--- src/rtl/spi_slave_if.sv ---
// SPI slave endpoint: 2-FF oversampled pins, valid/ready RX word port, one-deep TX holding register.
// Optional SPI_SLAVE_REPEAT_LAST_EN: on TX underrun resend the last word taken from holding instead of g_fill_word.
module spi_slave_if #(
    parameter int unsigned                g_word_length = 32,
    parameter bit                         g_cpol        = 1'b0,
    parameter bit                         g_cpha        = 1'b0,
    parameter logic [g_word_length-1:0]   g_fill_word   = '0
) (
    input  logic                     clk_i,
    input  logic                     rst_n_i,
    input  logic                     spi_ssel_i,
    input  logic                     spi_sck_i,
    input  logic                     spi_mosi_i,
    output logic                     spi_miso_o,
    input  logic [g_word_length-1:0] tx_data_i,
    input  logic                     tx_valid_i,
    output logic                     tx_ready_o,
    output logic [g_word_length-1:0] rx_data_o,
    output logic                     rx_valid_o,
    input  logic                     rx_ready_i,
    output logic                     rx_overrun_o,
    output logic                     tx_underrun_o,
    output logic                     busy_o
);

    localparam int unsigned             c_cnt_w    = $clog2(g_word_length);
    localparam logic [c_cnt_w-1:0]      c_last_bit = c_cnt_w'(g_word_length - 1);

    typedef enum logic [0:0] {
        st_idle   = 1'b0,
        st_active = 1'b1
    } state_t;

    logic                     ssel_s1_r, ssel_s2_r, ssel_d_r;
    logic                     sck_s1_r, sck_s2_r, sck_d_r;
    logic                     mosi_s1_r, mosi_s2_r;
    logic                     settle_r, armed_r;

    state_t                   state_r;
    logic [c_cnt_w-1:0]       bit_cnt_r;
    logic [g_word_length-2:0] rx_shift_r;
    logic [g_word_length-1:0] tx_shift_r;
    logic                     miso_r, busy_r;
    logic [g_word_length-1:0] rx_data_r;
    logic                     rx_valid_r, rx_overrun_r;
    logic [g_word_length-1:0] hold_r;
    logic                     tx_ready_r, tx_underrun_r;

    logic                     sck_lead_s, sck_trail_s, ssel_fall_s, ssel_rise_s;
    logic                     sample_s, shift_s, word_done_s, load_s, tx_accept_s;
    logic [g_word_length-1:0] rx_next_s, reload_s, load_word_s;

    // Pin synchronizers; armed_r blocks a frame start until ssel has been seen high after reset.
    always_ff @(posedge clk_i) begin
        if (!rst_n_i) begin
            ssel_s1_r <= 1'b1;
            ssel_s2_r <= 1'b1;
            ssel_d_r  <= 1'b1;
            sck_s1_r  <= g_cpol;
            sck_s2_r  <= g_cpol;
            sck_d_r   <= g_cpol;
            mosi_s1_r <= 1'b0;
            mosi_s2_r <= 1'b0;
            settle_r  <= 1'b0;
            armed_r   <= 1'b0;
        end else begin
            ssel_s1_r <= spi_ssel_i;
            ssel_s2_r <= ssel_s1_r;
            ssel_d_r  <= ssel_s2_r;
            sck_s1_r  <= spi_sck_i;
            sck_s2_r  <= sck_s1_r;
            sck_d_r   <= sck_s2_r;
            mosi_s1_r <= spi_mosi_i;
            mosi_s2_r <= mosi_s1_r;
            settle_r  <= 1'b1;
            armed_r   <= armed_r | (settle_r & ssel_s1_r & ssel_s2_r);
        end
    end

    // Edge events and word-boundary decode.
    always_comb begin
        sck_lead_s  = (sck_s2_r != g_cpol) && (sck_d_r == g_cpol);
        sck_trail_s = (sck_s2_r == g_cpol) && (sck_d_r != g_cpol);
        ssel_fall_s = armed_r && !ssel_s2_r && ssel_d_r;
        ssel_rise_s = ssel_s2_r && !ssel_d_r;
        if (g_cpha) begin
            sample_s = sck_trail_s;
            shift_s  = sck_lead_s;
        end else begin
            sample_s = sck_lead_s;
            shift_s  = sck_trail_s;
        end
        rx_next_s   = {rx_shift_r, mosi_s2_r};
        word_done_s = (state_r == st_active) && !ssel_rise_s && sample_s && (bit_cnt_r == c_last_bit);
        load_s      = ((state_r == st_idle) && ssel_fall_s) || word_done_s;
        tx_accept_s = tx_valid_i && tx_ready_r;
        load_word_s = tx_ready_r ? reload_s : hold_r;
    end

`ifdef SPI_SLAVE_REPEAT_LAST_EN
    logic [g_word_length-1:0] last_r;

    // Last word moved from holding into the shifter; it is what an underrun repeats.
    always_ff @(posedge clk_i) begin
        if (!rst_n_i) begin
            last_r <= g_fill_word;
        end else if (load_s && !tx_ready_r) begin
            last_r <= hold_r;
        end
    end

    assign reload_s = last_r;
`else
    assign reload_s = g_fill_word;
`endif

    // Frame state machine with bit counter, shift registers and MISO driver.
    always_ff @(posedge clk_i) begin
        if (!rst_n_i) begin
            state_r    <= st_idle;
            busy_r     <= 1'b0;
            bit_cnt_r  <= '0;
            rx_shift_r <= '0;
            tx_shift_r <= '0;
            miso_r     <= 1'b0;
        end else begin
            case (state_r)
                st_idle: begin
                    if (ssel_fall_s) begin
                        state_r    <= st_active;
                        busy_r     <= 1'b1;
                        bit_cnt_r  <= '0;
                        rx_shift_r <= '0;
                        tx_shift_r <= load_word_s;
                        if (!g_cpha) begin
                            miso_r <= load_word_s[g_word_length-1];
                        end
                    end
                end
                st_active: begin
                    if (ssel_rise_s) begin
                        state_r    <= st_idle;
                        busy_r     <= 1'b0;
                        miso_r     <= 1'b0;
                        bit_cnt_r  <= '0;
                        rx_shift_r <= '0;
                        tx_shift_r <= '0;
                    end else if (sample_s) begin
                        if (bit_cnt_r == c_last_bit) begin
                            bit_cnt_r  <= '0;
                            rx_shift_r <= '0;
                            tx_shift_r <= load_word_s;
                            if (!g_cpha) begin
                                miso_r <= load_word_s[g_word_length-1];
                            end
                        end else begin
                            bit_cnt_r  <= bit_cnt_r + c_cnt_w'(1);
                            rx_shift_r <= rx_next_s[g_word_length-2:0];
                        end
                    end else if (shift_s) begin
                        // In CPHA=0 the trailing edge after the last sample must keep the freshly loaded MSB.
                        if (g_cpha || (bit_cnt_r != '0)) begin
                            miso_r     <= g_cpha ? tx_shift_r[g_word_length-1] : tx_shift_r[g_word_length-2];
                            tx_shift_r <= {tx_shift_r[g_word_length-2:0], 1'b0};
                        end
                    end
                end
                default: begin
                    state_r <= st_idle;
                    busy_r  <= 1'b0;
                    miso_r  <= 1'b0;
                end
            endcase
        end
    end

    // TX holding register: a LOAD drains it before any same-cycle write is considered.
    always_ff @(posedge clk_i) begin
        if (!rst_n_i) begin
            hold_r        <= '0;
            tx_ready_r    <= 1'b1;
            tx_underrun_r <= 1'b0;
        end else begin
            tx_underrun_r <= load_s && tx_ready_r;
            if (load_s && !tx_ready_r) begin
                tx_ready_r <= 1'b1;
            end else if (tx_accept_s) begin
                hold_r     <= tx_data_i;
                tx_ready_r <= 1'b0;
            end
        end
    end

    // RX word register with valid/ready handshake and overrun flag.
    always_ff @(posedge clk_i) begin
        if (!rst_n_i) begin
            rx_data_r    <= '0;
            rx_valid_r   <= 1'b0;
            rx_overrun_r <= 1'b0;
        end else begin
            rx_overrun_r <= word_done_s && rx_valid_r && !rx_ready_i;
            if (word_done_s) begin
                rx_data_r  <= rx_next_s;
                rx_valid_r <= 1'b1;
            end else if (rx_ready_i) begin
                rx_valid_r <= 1'b0;
            end
        end
    end

    assign spi_miso_o    = miso_r;
    assign tx_ready_o    = tx_ready_r;
    assign rx_data_o     = rx_data_r;
    assign rx_valid_o    = rx_valid_r;
    assign rx_overrun_o  = rx_overrun_r;
    assign tx_underrun_o = tx_underrun_r;
    assign busy_o        = busy_r;

endmodule
--- config.mk ---
export PLATFORM = sky130hd
export DESIGN_NAME = spi_slave_if
export DESIGN_NICKNAME = d
export VERILOG_FILES = /design/src/rtl/spi_slave_if.sv
export SDC_FILE = /design/constraint.sdc
export NUM_CORES = 1
export LEC_CHECK = 0
export CAP_MARGIN = 25
export CORE_UTILIZATION = 49
export CTS_CLUSTER_DIAMETER = 120
export DETAILED_ROUTE_END_ITERATION = 10
export PLACE_DENSITY = 0.84
export SLEW_MARGIN = 10
export SYNTH_ARGS = -nofsm -noshare
export SYNTH_HDL_FRONTEND = slang
export SYNTH_SLANG_ARGS = --single-unit
--- constraint.sdc ---
create_clock -name clk_i -period 1.57 [get_ports clk_i]
set_input_delay 0.157 -clock clk_i [delete_from_list [all_inputs] [get_ports clk_i]]
set_output_delay 0.157 -clock clk_i [all_outputs]
set_load 0.005 [all_outputs]
# Word-level counts from Yosys, hierarchy flattened
# Cells that the tools add are included.
[word_totals]
register_bits = 148
latch_bits = 0
ram_bits = 0
mem_bits_ro = 0
input_bits = 39
out_inout_bits = 38
word_cells = 99
mem_count = 0
[classes]
addsub = 1
mul = 0
div = 0
n_lt_le_gt_ge = 0
n_eq_ne = 7
shift = 0
n_mux = 34
bitwise_logic = 8
reduce_logical = 27
[ops]
columns = ["cell", "n"]
rows = [
  ["$mux W31", 10],
  ["$pmux W31 S2", 2],
  ["$mux W32", 1],
  ["$mux W5", 4],
  ["$logic_and A1 B1 Y1", 14],
  ["$mux W1", 13],
  ["$pmux W5 S2", 1],
  ["$ne A4 B1 Y1 const B", 2],
  ["$pmux W1 S2", 3],
  ["$reduce_and A2 Y1", 3],
  ["$add A5 B1 Y5 const B", 1],
  ["$eq A5 B5 Y1 const B", 1],
  ["$logic_not A1 Y1", 5],
  ["$not A1 Y1", 5],
  ["$reduce_bool A5 Y1", 1],
  ["$ne A4 B3 Y1 const B", 1],
  ["$reduce_and A4 Y1", 1],
  ["$ne A3 B1 Y1 const B", 1],
  ["$and A1 B1 Y1", 2],
  ["$ne A2 B1 Y1 const B", 1],
  ["$ne A2 B2 Y1 const B", 1],
  ["$reduce_bool A2 Y1", 1],
  ["$reduce_or A2 Y1", 1],
  ["$logic_or A1 B1 Y1", 1],
  ["$or A1 B1 Y1", 1],
]

# Longest topological paths before layout
# Gate-level depths: netlist of the first run.
[logic_depth]
depth_word = 10
ltp_mapped = 8
ltp_nobuf = 7

# Worst setup path after synthesis of the first run
# OpenSTA, ideal clock, no wires.
[synth_timing]
kind = "register to register"
startpoint = "register bit_cnt_r[0]"
endpoint = "register miso_r (netlist: spi_miso_o)"
setup_ps = 123
arrival_time_ps = 1567
t_required_ps = 1447
slack_ps = -120
path_stages_with_launch = 9
n_path_buf = 1
period_less_slack_ps = 1690
cell_sequence = "dfxtp_1 > inv_1 > ha_1 > nor4b_1 > nor3b_1 > o221ai_1 > buf_2 > a221oi_1 > nor2_1"
[synth_between]
elab_chain_cells = 3
word_cells_on_any_way = 5
cone_classes = "eq/ne (3); reduce/logical (2)"
[synth_rtl]
columns = ["item", "line_no", "source"]
rows = [
  ["start: declaration", "40", "logic [c_cnt_w-1:0] bit_cnt_r;"],
  ["start signal: assignment", "157", "bit_cnt_r <= bit_cnt_r + c_cnt_w'(1);"],
  ["$eq A5 B5 Y1 / $reduce_bool A5 Y1 (equally long branches)", "149, 162", ""],
  ["$ne A4 B3 Y1 (no line) / $ne A4 B1 Y1 (equally long branches)", "-", ""],
  ["$reduce_and A4 Y1 (no line) *", "-", ""],
  ["end signal: assignment", "136", "miso_r <= load_word_s[g_word_length-1];"],
  ["end signal: assignment", "154", "miso_r <= load_word_s[g_word_length-1];"],
  ["end signal: assignment", "163", "miso_r <= g_cpha ? tx_shift_r[g_word_length-1] : tx_shift_r[g_word_length-2];"],
  ["end: declaration", "43", "logic miso_r, busy_r;"],
]
# Every way passes the cells marked *; elsewhere a longest branch is shown, timed or not.
# A chain may end at the register's enable or synchronous reset.

# Final worst setup path of the first run
[layout_timing]
startpoint = "register bit_cnt_r[0]"
endpoint = "register rx_data_r[9] (netlist: rx_data_o[9])"
[layout_between]
elab_chain_cells = 2
[layout_rtl]
columns = ["item", "line_no", "source"]
rows = [
  ["$eq A5 B5 Y1", "94", "word_done_s = (state_r == st_active) && !ssel_rise_s && sample_s && (bit_cnt_r == c_last_bit);"],
  ["$logic_and A1 B1 Y1", "94", ""],
  ["end signal: assignment", "203", "rx_data_r <= rx_next_s;"],
  ["end: declaration", "44", "logic [g_word_length-1:0] rx_data_r;"],
]
# Every way passes these cells.

==> metrics, run 1 <==
result of the run complete, but fails checks; violated checks negative setup slack; layout cells sized above 1 28.59%; count of cell types in the netlist 34; most common cell after layout, fill and taps aside nand2_1; Ant. Diodes 0; FF+latch area 2979 um^2; critical path launch point type flip-flop; worst-path cell chain ha_2 -> and3_4 -> ha_4 -> buf_6 -> buf_6 -> nand2_8 -> buf_6 -> bufbuf_16 -> nand2_1 -> a21oi_1; Finished Layout Cells 927; Setup Slack @ Placement -0.4186 ns; max_slew headroom 63.44%; die area 11490 um^2; post-DP HPWL 7.854 mm; Die H 107.2 um; Pwr Total 9.394 mW; grt ovf 0; Mapped Cells 651; Fmax achieved 517.7 MHz; Buffers on Ports 76; gpl congestion 0.8127; initial cell density of the core 50.22%; crit share post-route 123.0%; synthesized cell area 5420 um^2; clock skew 0.01217 ns; Antenna Nets Post-Route 0; Total GRT Usage 28.70%; first-pass GRT wire length 25.41 mm; CTS buffer count 17; Area Overhead vs Synth 57.85%; WP data required 2.03 ns; clock tree sinks 148; Total Wirelength 19.91 mm; Worst Max-Slew Pin Slew 0.5467 ns; Die Width 107.2 um; standard-cell row count 38; Tmin final 1.932 ns; critical path arrival 2.39 ns; Setup violations, final 105; Post-CTS Hold Buffers 0; Buf/Inv on CP 4; nets@finish 816; I/O pin cnt 77; largest net degree at the start of global routing 35; critical setup path kind reg2reg; vias in the first global route 5108; Clock Tree Root clkbuf_8; Fillers 582; first-pass detailed-route iteration total 5; cell area after layout 8556 um^2; initial antenna violation count 0; Clock Path Buffers 2; crit-path most repeated cell buf_6; cell at the slowest stage of the critical path dfxtp_2; r2r setup slk -0.36 ns; Yosys reg bits 148; final-report hold violation count 0; Syn Nets 693; Hold Path Class in2reg; CP delay by family, top buffers and inverters; multi-input logic area 2839 um^2; unrepaired setup endpoints after global routing yes; 1st-iter DRT viols 414; placed cells 849; Slew Limit Fails 0; WL/cell 21.48 um; Worst Path Max Fanout 5; most frequent cells in the layout nand2_1 (191), dfxtp_1 (139), clkdlybuf4s50_1 (68); Core ar. 10790 um^2; Mean Syn Cell Area 8.326 um^2; CTS H-tree lvls 4; leak pwr 3.280 nW; vias post-DR 5627; pwr dens 1098 nW/um^2; placed cell area 6513 um^2; Finished Core Util 79.27%; CTS tree built; Synth warnings 0; CP peak stage delay 0.34 ns; Clock transition at path regs 0.07 ns; sequential area share after synthesis 54.66%; Max VDD drop 929.1 uV; Max Cap Viol 0; vias per cell 6.070; fin worst setup slack -0.3615 ns; worst skew pair latency 0.54 ns; Residual DRC 0; Setup crit end kind flip-flop
## worst paths after layout
path                 start      endpoint  depth (start not counted)
min          tx_data_i[17]    hold_r[17]                          3
max reg2reg   bit_cnt_r[0]  rx_data_o[9]                         10
max           bit_cnt_r[0]  rx_data_o[9]                         10
min reg2reg      mosi_s1_r     mosi_s2_r                          1
## Yosys cell counts, drive strengths merged
master  number  area (um^2)
nor2b        1        6.260
ha           3        37.54
inv          4        15.01
and2b        1        7.510
nand3        4        20.02
o221a        1        11.26
or3          1        11.26
nand2      201        757.0
o221ai       1        8.760
xnor2        3        26.28
and3         1        6.260
a21oi      104        558.0
nor3         2        15.01
a221oi      31        271.5
nor3b        2        15.01
and2         9        58.81
o21ai       37        196.4
buf         15        98.84
nand2b       6        37.54
nor4b        1        8.760
a31oi        2        12.51
nor2        39        146.4
dfxtp      148         2963
clkbuf      33        123.9
a21boi       1        7.510
## cell type report
type,count,share of cell area [%]
clock inverter,14,2.910
sequential,148,34.82
clock buffer,18,5.001
tap,140,2.047
multi-input combinational,453,33.18
timing repair buffer,150,21.86
inverter,4,0.1755
## what timing repair did
item,4_1_cts,5_1_grt
buffers inserted,14,12
pin swaps,13,38
resized for setup,57,95
endpoints found under the setup margin,102,116
gates cloned,10,10
## state kept, by name, indices dropped and copies added, names as in the netlist
register	flops
mosi_s1_r	1
settle_r	1
tx_shift_r	31
rx_valid_o	1
hold_r	32
sck_s1_r	1
rx_shift_r	31
ssel_d_r	1
spi_miso_o	1
busy_o	1
armed_r	1
rx_data_o	32
sck_d_r	1
bit_cnt_r	5
tx_underrun_o	1
ssel_s2_r	1
state_r	1
mosi_s2_r	1
tx_ready_o	1
ssel_s1_r	1
sck_s2_r	1
rx_overrun_o	1
## per-stage QoR
| stage | hold slack (ns) | setup TNS [ns] |
|---|---|---|
| final | 0.1620 | -24.86 |
| after detailed placement | 0.4181 | -19.66 |
| after CTS | 0.1643 | -12.20 |
| after global placement | 0.4208 | -17.45 |
| after floorplan | 0.1847 | -1.413 |
| after global routing | 0.1595 | -30.15 |
## per-layer routing
metal / up-vias / GRT usage (%) / part of all wire, %
met5: - / 0 / 0
met4: 0 / 13.99 / 6.8
met3: 132 / 6.261 / 7.7
met2: 352 / 51.66 / 52
met1: 2674 / 31.83 / 33
li1: 2469 / - / -
## worst min-delay path, delay by kind of cell
kind / cells / cell delay, ns
buf+inv: 1 / 0.39
compound gates: 1 / 0.05
simple gates: 1 / 0.05
## kinds of logic (layout without fill, tap and decap cells)
logic type	after synthesis	after routing	synth area share [%]
compound gates	177	179	19.67
xor+xnor	3	3	0.4849
simple gates	268	268	20.11
buf+inv	52	186	4.386
flops	148	148	54.66
fa+ha+maj	3	3	0.6926
## where the power goes
group	switching, mW	leakage, nW	internal [mW]	total (mW)
Clock	1.73	0.320	2.97	4.70
Sequential	0.100	1.21	3.86	3.96
Combinational	0.389	1.76	0.337	0.726
Total	2.22	3.28	7.17	9.39
Note: power is estimated with default switching activity, not from simulation.
==> inputs of run 2 (changes only) <==
--- a/config.mk
+++ b/config.mk
@@ -9,6 +9,7 @@
 export CORE_UTILIZATION = 49
 export CTS_CLUSTER_DIAMETER = 120
 export DETAILED_ROUTE_END_ITERATION = 10
+export MAX_ROUTING_LAYER = met4
 export PLACE_DENSITY = 0.84
 export SLEW_MARGIN = 10
 export SYNTH_ARGS = -nofsm -noshare
==> metrics, run 2 (same netlist as run 1, synthesis figures left out) <==
WL/cell 24.00 um (+12%); most common cell after layout, fill and taps aside nand2_1; Tmin final 1.962 ns (+0.03089 ns); TNS Setup -26.59 ns (-1.729 ns); Fillers 531 (-8.8%); CP peak stage delay 0.39 ns (+0.05 ns); nets@finish 816 (unchanged); critical path launch point type flip-flop; Antenna Nets Post-Route 0 (unchanged); Core ar. 10790 um^2 (unchanged); Setup Slack @ Placement -0.4186 ns (unchanged); clock skew 0.01563 ns (+0.003461 ns); crit share post-route 125.0% (+2.0 points); Clock transition at path regs 0.08 ns (about the same); Fin Hold WS 0.1591 ns (-0.002901 ns); Residual DRC 0 (unchanged); fin worst setup slack -0.3924 ns (-0.03089 ns); Buffers on Ports 76 (unchanged); Slew Limit Fails 0 (unchanged); vias in the first global route 5107 (-0.020%); CP delay by family, top buffers and inverters; Max Cap Viol 0 (unchanged); Post-CTS Hold Buffers 0 (unchanged); Worst Path Max Fanout 8 (+3); critical setup path kind reg2reg; Max VDD drop 706.7 uV (-24%); post-DP HPWL 7.854 mm (unchanged); Area Overhead vs Synth 66.67%; Hold Path Class in2reg; CTS buffer count 17 (unchanged); violated checks negative setup slack; Die H 107.2 um (unchanged); max_slew headroom 50.15% (-13 points); Clock Path Buffers 2 (unchanged); Setup crit end kind flip-flop; Fmax achieved 509.6 MHz (-1.6%); worst skew pair latency 0.55 ns (about the same); Die Width 107.2 um (unchanged); clock tree sinks 148 (unchanged); worst-path cell chain inv_4 -> ha_4 -> nor4b_4 -> nor3b_2 -> buf_4 -> o221ai_4 -> clkbuf_16 -> a221oi_2 -> nor2_1; unrepaired setup endpoints after global routing yes; grt ovf 0 (unchanged); Finished Layout Cells 929 (+0.22%); placed cells 849 (unchanged); leak pwr 3.736 nW (+14%); CTS H-tree lvls 4 (unchanged); I/O pin cnt 77 (unchanged); standard-cell row count 38 (unchanged); Buf/Inv on CP 3 (-1); final-report hold violation count 0 (unchanged); critical path arrival 2.38 ns (about the same); most frequent cells in the layout nand2_1 (146), dfxtp_1 (114), a21oi_2 (59); CTS tree built; initial cell density of the core 50.22% (unchanged); gpl congestion 0.8247 (+1.5%); largest net degree at the start of global routing 35 (unchanged); Total Wirelength 22.30 mm (+12%); layout cells sized above 1 41.30% (+13 points); 1st-iter DRT viols 486 (+17%); vias per cell 6.260 (+3.1%); die area 11490 um^2 (unchanged); cell at the slowest stage of the critical path dfxtp_4; vias post-DR 5816 (+3.4%); first-pass detailed-route iteration total 7 (+2); Worst Max-Slew Pin Slew 0.7455 ns (+0.1988 ns); result of the run complete, but fails checks; Setup violations, final 108 (+2.9%); Clock Tree Root clkbuf_8; initial antenna violation count 2 (+2); first-pass GRT wire length 25.40 mm (about the same); WP data required 1.99 ns (-0.04 ns); Total GRT Usage 29.60% (+0.90 points); pwr dens 1046 nW/um^2 (-4.7%)
run 2: cell count changes in the layout (fill, tap and decap cells not counted), moves of 22 or more:
cell / before / now
dfxtp_2: 7 / 30
a21oi_2: 37 / 59
dfxtp_1: 139 / 114
nand2_1: 191 / 146
nand2_4: 1 / 36
a21oi_1: 65 / 39
run 2: final timing paths:
kind,start,to,slack [ns],cells past startpoint
setup / recovery,bit_cnt_r[0],tx_shift_r[11],-0.39,9
hold / removal,tx_data_i[17],hold_r[17],0.16,3
setup reg to reg,bit_cnt_r[0],tx_shift_r[11],-0.39,9
hold reg to reg,mosi_s1_r,mosi_s2_r,0.44,1
run 2: stage by stage:
| step | utilization (%) | instance area [um^2] | power, mW |
|---|---|---|---|
| floorplan | - | 5500 | 4.289 |
| global placement | 60.20 | 6497 | 4.488 |
| detailed placement | 60.34 | 6513 | 4.518 |
| CTS | 71.77 | 7746 | 9.086 |
| global route | 83.70 | 9034 | 9.650 |
| finish | 83.70 | 9034 | 9.452 |
run 2: tightest hold or removal path: stages:
cell	delay [ns]
clkdlybuf4s50_1	0.39
nand2_1	0.05
a21oi_1	0.05
run 2: where the power goes:
part           switching (mW)  internal, mW  total (mW)
Sequential              0.102          3.86        3.96
Combinational           0.407         0.326       0.733
Clock                    1.78          2.97        4.76
run 2: final cells by class:
cell class              count  area (um^2)  share of cell area, %
well taps                 140        175.2                  1.939
diodes                      2        5.005                0.05540
clock buffers              18        427.9                  4.737
multi-input cells         456         3337                  36.94
flip-flops and latches    148         3015                  33.38
repair buffers            147         1804                  19.97
clock inverters            14        249.0                  2.756
inverters                   4        20.02                 0.2216
run 2: routing by layer:
layer	vias up	part of all wire, %	GRT usage, %
li1	2467	-	-
met1	2780	33	31.95
met2	399	51	51.57
met3	170	7.7	6.991
met4	0	8.4	13.41
met5	-	0	-
run 2: what timing repair did:
| item | CTS | global route |
|---|---|---|
| gates cloned | 10 | 14 |
| hold endpoints to repair | 0 | 0 |
| buffers inserted | 14 | 14 |
| endpoints found under the setup margin | 102 | 120 |
| pin swaps | 13 | 99 |
| gates resized for setup | 57 | 274 |
==> inputs of run 3 (changes only) <==
--- a/config.mk
+++ b/config.mk
@@ -10,7 +10,7 @@
 export CTS_CLUSTER_DIAMETER = 120
 export DETAILED_ROUTE_END_ITERATION = 10
 export MAX_ROUTING_LAYER = met4
-export PLACE_DENSITY = 0.84
+export PLACE_DENSITY_LB_ADDON = 0.25
 export SLEW_MARGIN = 10
 export SYNTH_ARGS = -nofsm -noshare
 export SYNTH_HDL_FRONTEND = slang
==> metrics, run 3 (same netlist as run 1, synthesis figures left out) <==
result of the run complete, but fails checks; violated checks design-rule violations, negative setup slack; layout cells sized above 1 20.92% (-20 points); clock tree sinks 148 (unchanged); register share of total power 44.9% (+3.0 points); standard-cell row count 38 (unchanged); Core ar. 10790 um^2 (unchanged); Worst Path Max Fanout 16 (+8); post-DP HPWL 7.457 mm (-5.1%); initial cell density of the core 50.22% (unchanged); die area 11490 um^2 (unchanged); I/O pin cnt 77 (unchanged); pwr dens 1117 nW/um^2 (+6.8%); met3 Resource Use GR 6.991% (unchanged); worst skew pair latency 0.53 ns (-0.02 ns); Pwr Total 8.785 mW (-7.1%); Die H 107.2 um (unchanged); Setup crit end kind flip-flop; Ant. Diodes 0 (-2); clock skew 0.005299 ns (-0.01033 ns); met1 GRT Util 28.42% (-3.5 points); Clock transition at path regs 0.06 ns (-0.02 ns); Max VDD drop 887.8 uV (+26%); most frequent cells in the layout nand2_1 (198), dfxtp_1 (135), a21oi_1 (91); max_slew headroom 56.76% (+6.6 points); Antenna Nets Post-Route 0 (unchanged); fin worst setup slack -0.2943 ns (+0.09814 ns); crit share post-route 118.7% (-6.3 points); Slew Limit Fails 0 (unchanged); gr busiest metal met2; initial antenna violation count 0 (-2); Max Cap Viol 0 (unchanged); Total Wirelength 14.62 mm (-34%); vias per cell 5.504 (-12%); unrepaired setup endpoints after global routing yes; nets@finish 789 (-3.3%); Finished Core Util 72.86% (-11 points); Tmin final 1.864 ns (-0.09814 ns); crit-path most repeated cell buf_4; Die Width 107.2 um (unchanged); Comb power frac 7.0% (-0.8 points); Total GRT Usage 26.58% (-3.0 points); Setup violations, final 98 (-9.3%); Fmax achieved 536.4 MHz (+5.3%); worst-path cell chain inv_2 -> ha_2 -> nor4b_4 -> nor3b_2 -> buf_4 -> buf_4 -> o221a_4 -> nand3_1 -> a21oi_1; Fin Hold WS 0.1654 ns (+0.006287 ns); P_int 6.821 mW (-4.7%); net switching fraction of the power 22.35% (-1.9 points); largest net degree at the start of global routing 37 (+5.7%); WP data required 2.02 ns (+0.03 ns); first-pass GRT wire length 22.71 mm (-11%); critical setup path kind reg2reg; critical path launch point type flip-flop; Buffers on Ports 76 (unchanged); cell at the slowest stage of the critical path dfxtp_2; clock group share of total power 48.1% (-2.2 points); Residual DRC 1 (+1); CP peak stage delay 0.35 ns (-0.04 ns); vias in the first global route 4736 (-7.3%); CTS H-tree lvls 4 (unchanged); final-report hold violation count 0 (unchanged); placed cells 848 (-0.12%); leak pwr 3.247 nW (-13%); gpl congestion 0.7754 (-6.0%); met2 Use GR 45.67% (-5.9 points); vias post-DR 4954 (-15%); Hold Path Class in2reg; 1st-iter DRT viols 255 (-48%); Worst Max-Slew Pin Slew 0.6479 ns (-0.09761 ns); CTS tree built; grt ovf 0 (unchanged); Area Overhead vs Synth 45.08%; critical path arrival 2.32 ns (-0.06 ns); Switch Pwr 1.964 mW (-14%); CTS buffer count 17 (unchanged); most common cell after layout, fill and taps aside nand2_1; Clock Tree Root clkbuf_8; Finished Layout Cells 900 (-3.1%); first-pass detailed-route iteration total 9 (+2); WL/cell 16.24 um (-32%); Clock Path Buffers 2 (unchanged)
run 3: cell types whose count changed in the layout (fill, tap and decap cells not counted), moves of 5 or more:
cell,previous run,this run
buf_12,15,10
nand2_4,36,1
buf_4,32,25
a221oi_1,0,8
a21oi_1,39,91
a21oi_4,6,0
dfxtp_1,114,135
a21oi_2,59,13
clkbuf_16,24,19
nand2_1,146,198
buf_6,11,2
nand2_2,17,1
dfxtp_2,30,12
run 3: path summary, 6_finish.rpt:
check                from            end  slack [ns]  cells after the start
max          bit_cnt_r[0]  tx_shift_r[0]       -0.29                      9
min          tx_data_i[8]      hold_r[8]        0.17                      3
max reg2reg  bit_cnt_r[0]  tx_shift_r[0]       -0.29                      9
min reg2reg     mosi_s1_r      mosi_s2_r        0.44                      1
run 3: cell type report:
type	instances	area [um^2]
flip-flops and latches	148	2982
fillers	763	2929
multi-input cells	452	2561
repair buffers	124	1508
clock buffers	20	445.4
clock inverters	12	177.7
well taps	140	175.2
inverters	4	15.01
run 3: worst max-delay path, delay by kind of cell, from the launching register on:
family                     cells  cell delay [ns]
AOI/OAI and AO/OA              2             0.52
adders and majority gates      1             0.17
DFF                            1             0.35
buffers and inverters          3             0.32
and+or+nand+nor                3             0.43
run 3: timing repair:
action                                  4_1_cts  5_1_grt
resized for setup                            32       71
pin swaps                                     6        4
endpoints found under the setup margin       99      126
cloned                                        8        3
hold buffers                                  0        0
setup buffers                                 7        3
run 3: per-stage QoR:
stage | cell area, um^2 | worst slack (ns) | TNS, ns
floorplan | 5500 | -0.06018 | -1.413
global placement | 6515 | -0.2833 | -8.952
detailed placement | 6530 | -0.2126 | -8.810
CTS | 7530 | -0.2237 | -7.153
global route | 7864 | -0.3618 | -22.35
finish | 7864 | -0.2943 | -15.78
run 3: metal layers:
| metal | vias up | part of all wire (%) | routed length [um] |
|---|---|---|---|
| met4 | 0 | 3.0 | 442 |
| met1 | 2345 | 39 | 5737 |
| met3 | 35 | 5.5 | 810 |
| li1 | 2388 | - | - |
| met2 | 186 | 52 | 7630 |
| met5 | - | 0 | 0 |
run 3: power groups by stage:
stage          Combinational, mW  Sequential (mW)  Clock, mW
6_report                   0.616             3.95       4.22
5_1_grt                    0.668             3.95       4.45
4_1_cts                    0.547             3.93       4.27
3_5_place_dp               0.513             4.01          0
3_3_place_gp               0.493             4.00          0
2_1_floorplan              0.298             3.99          0
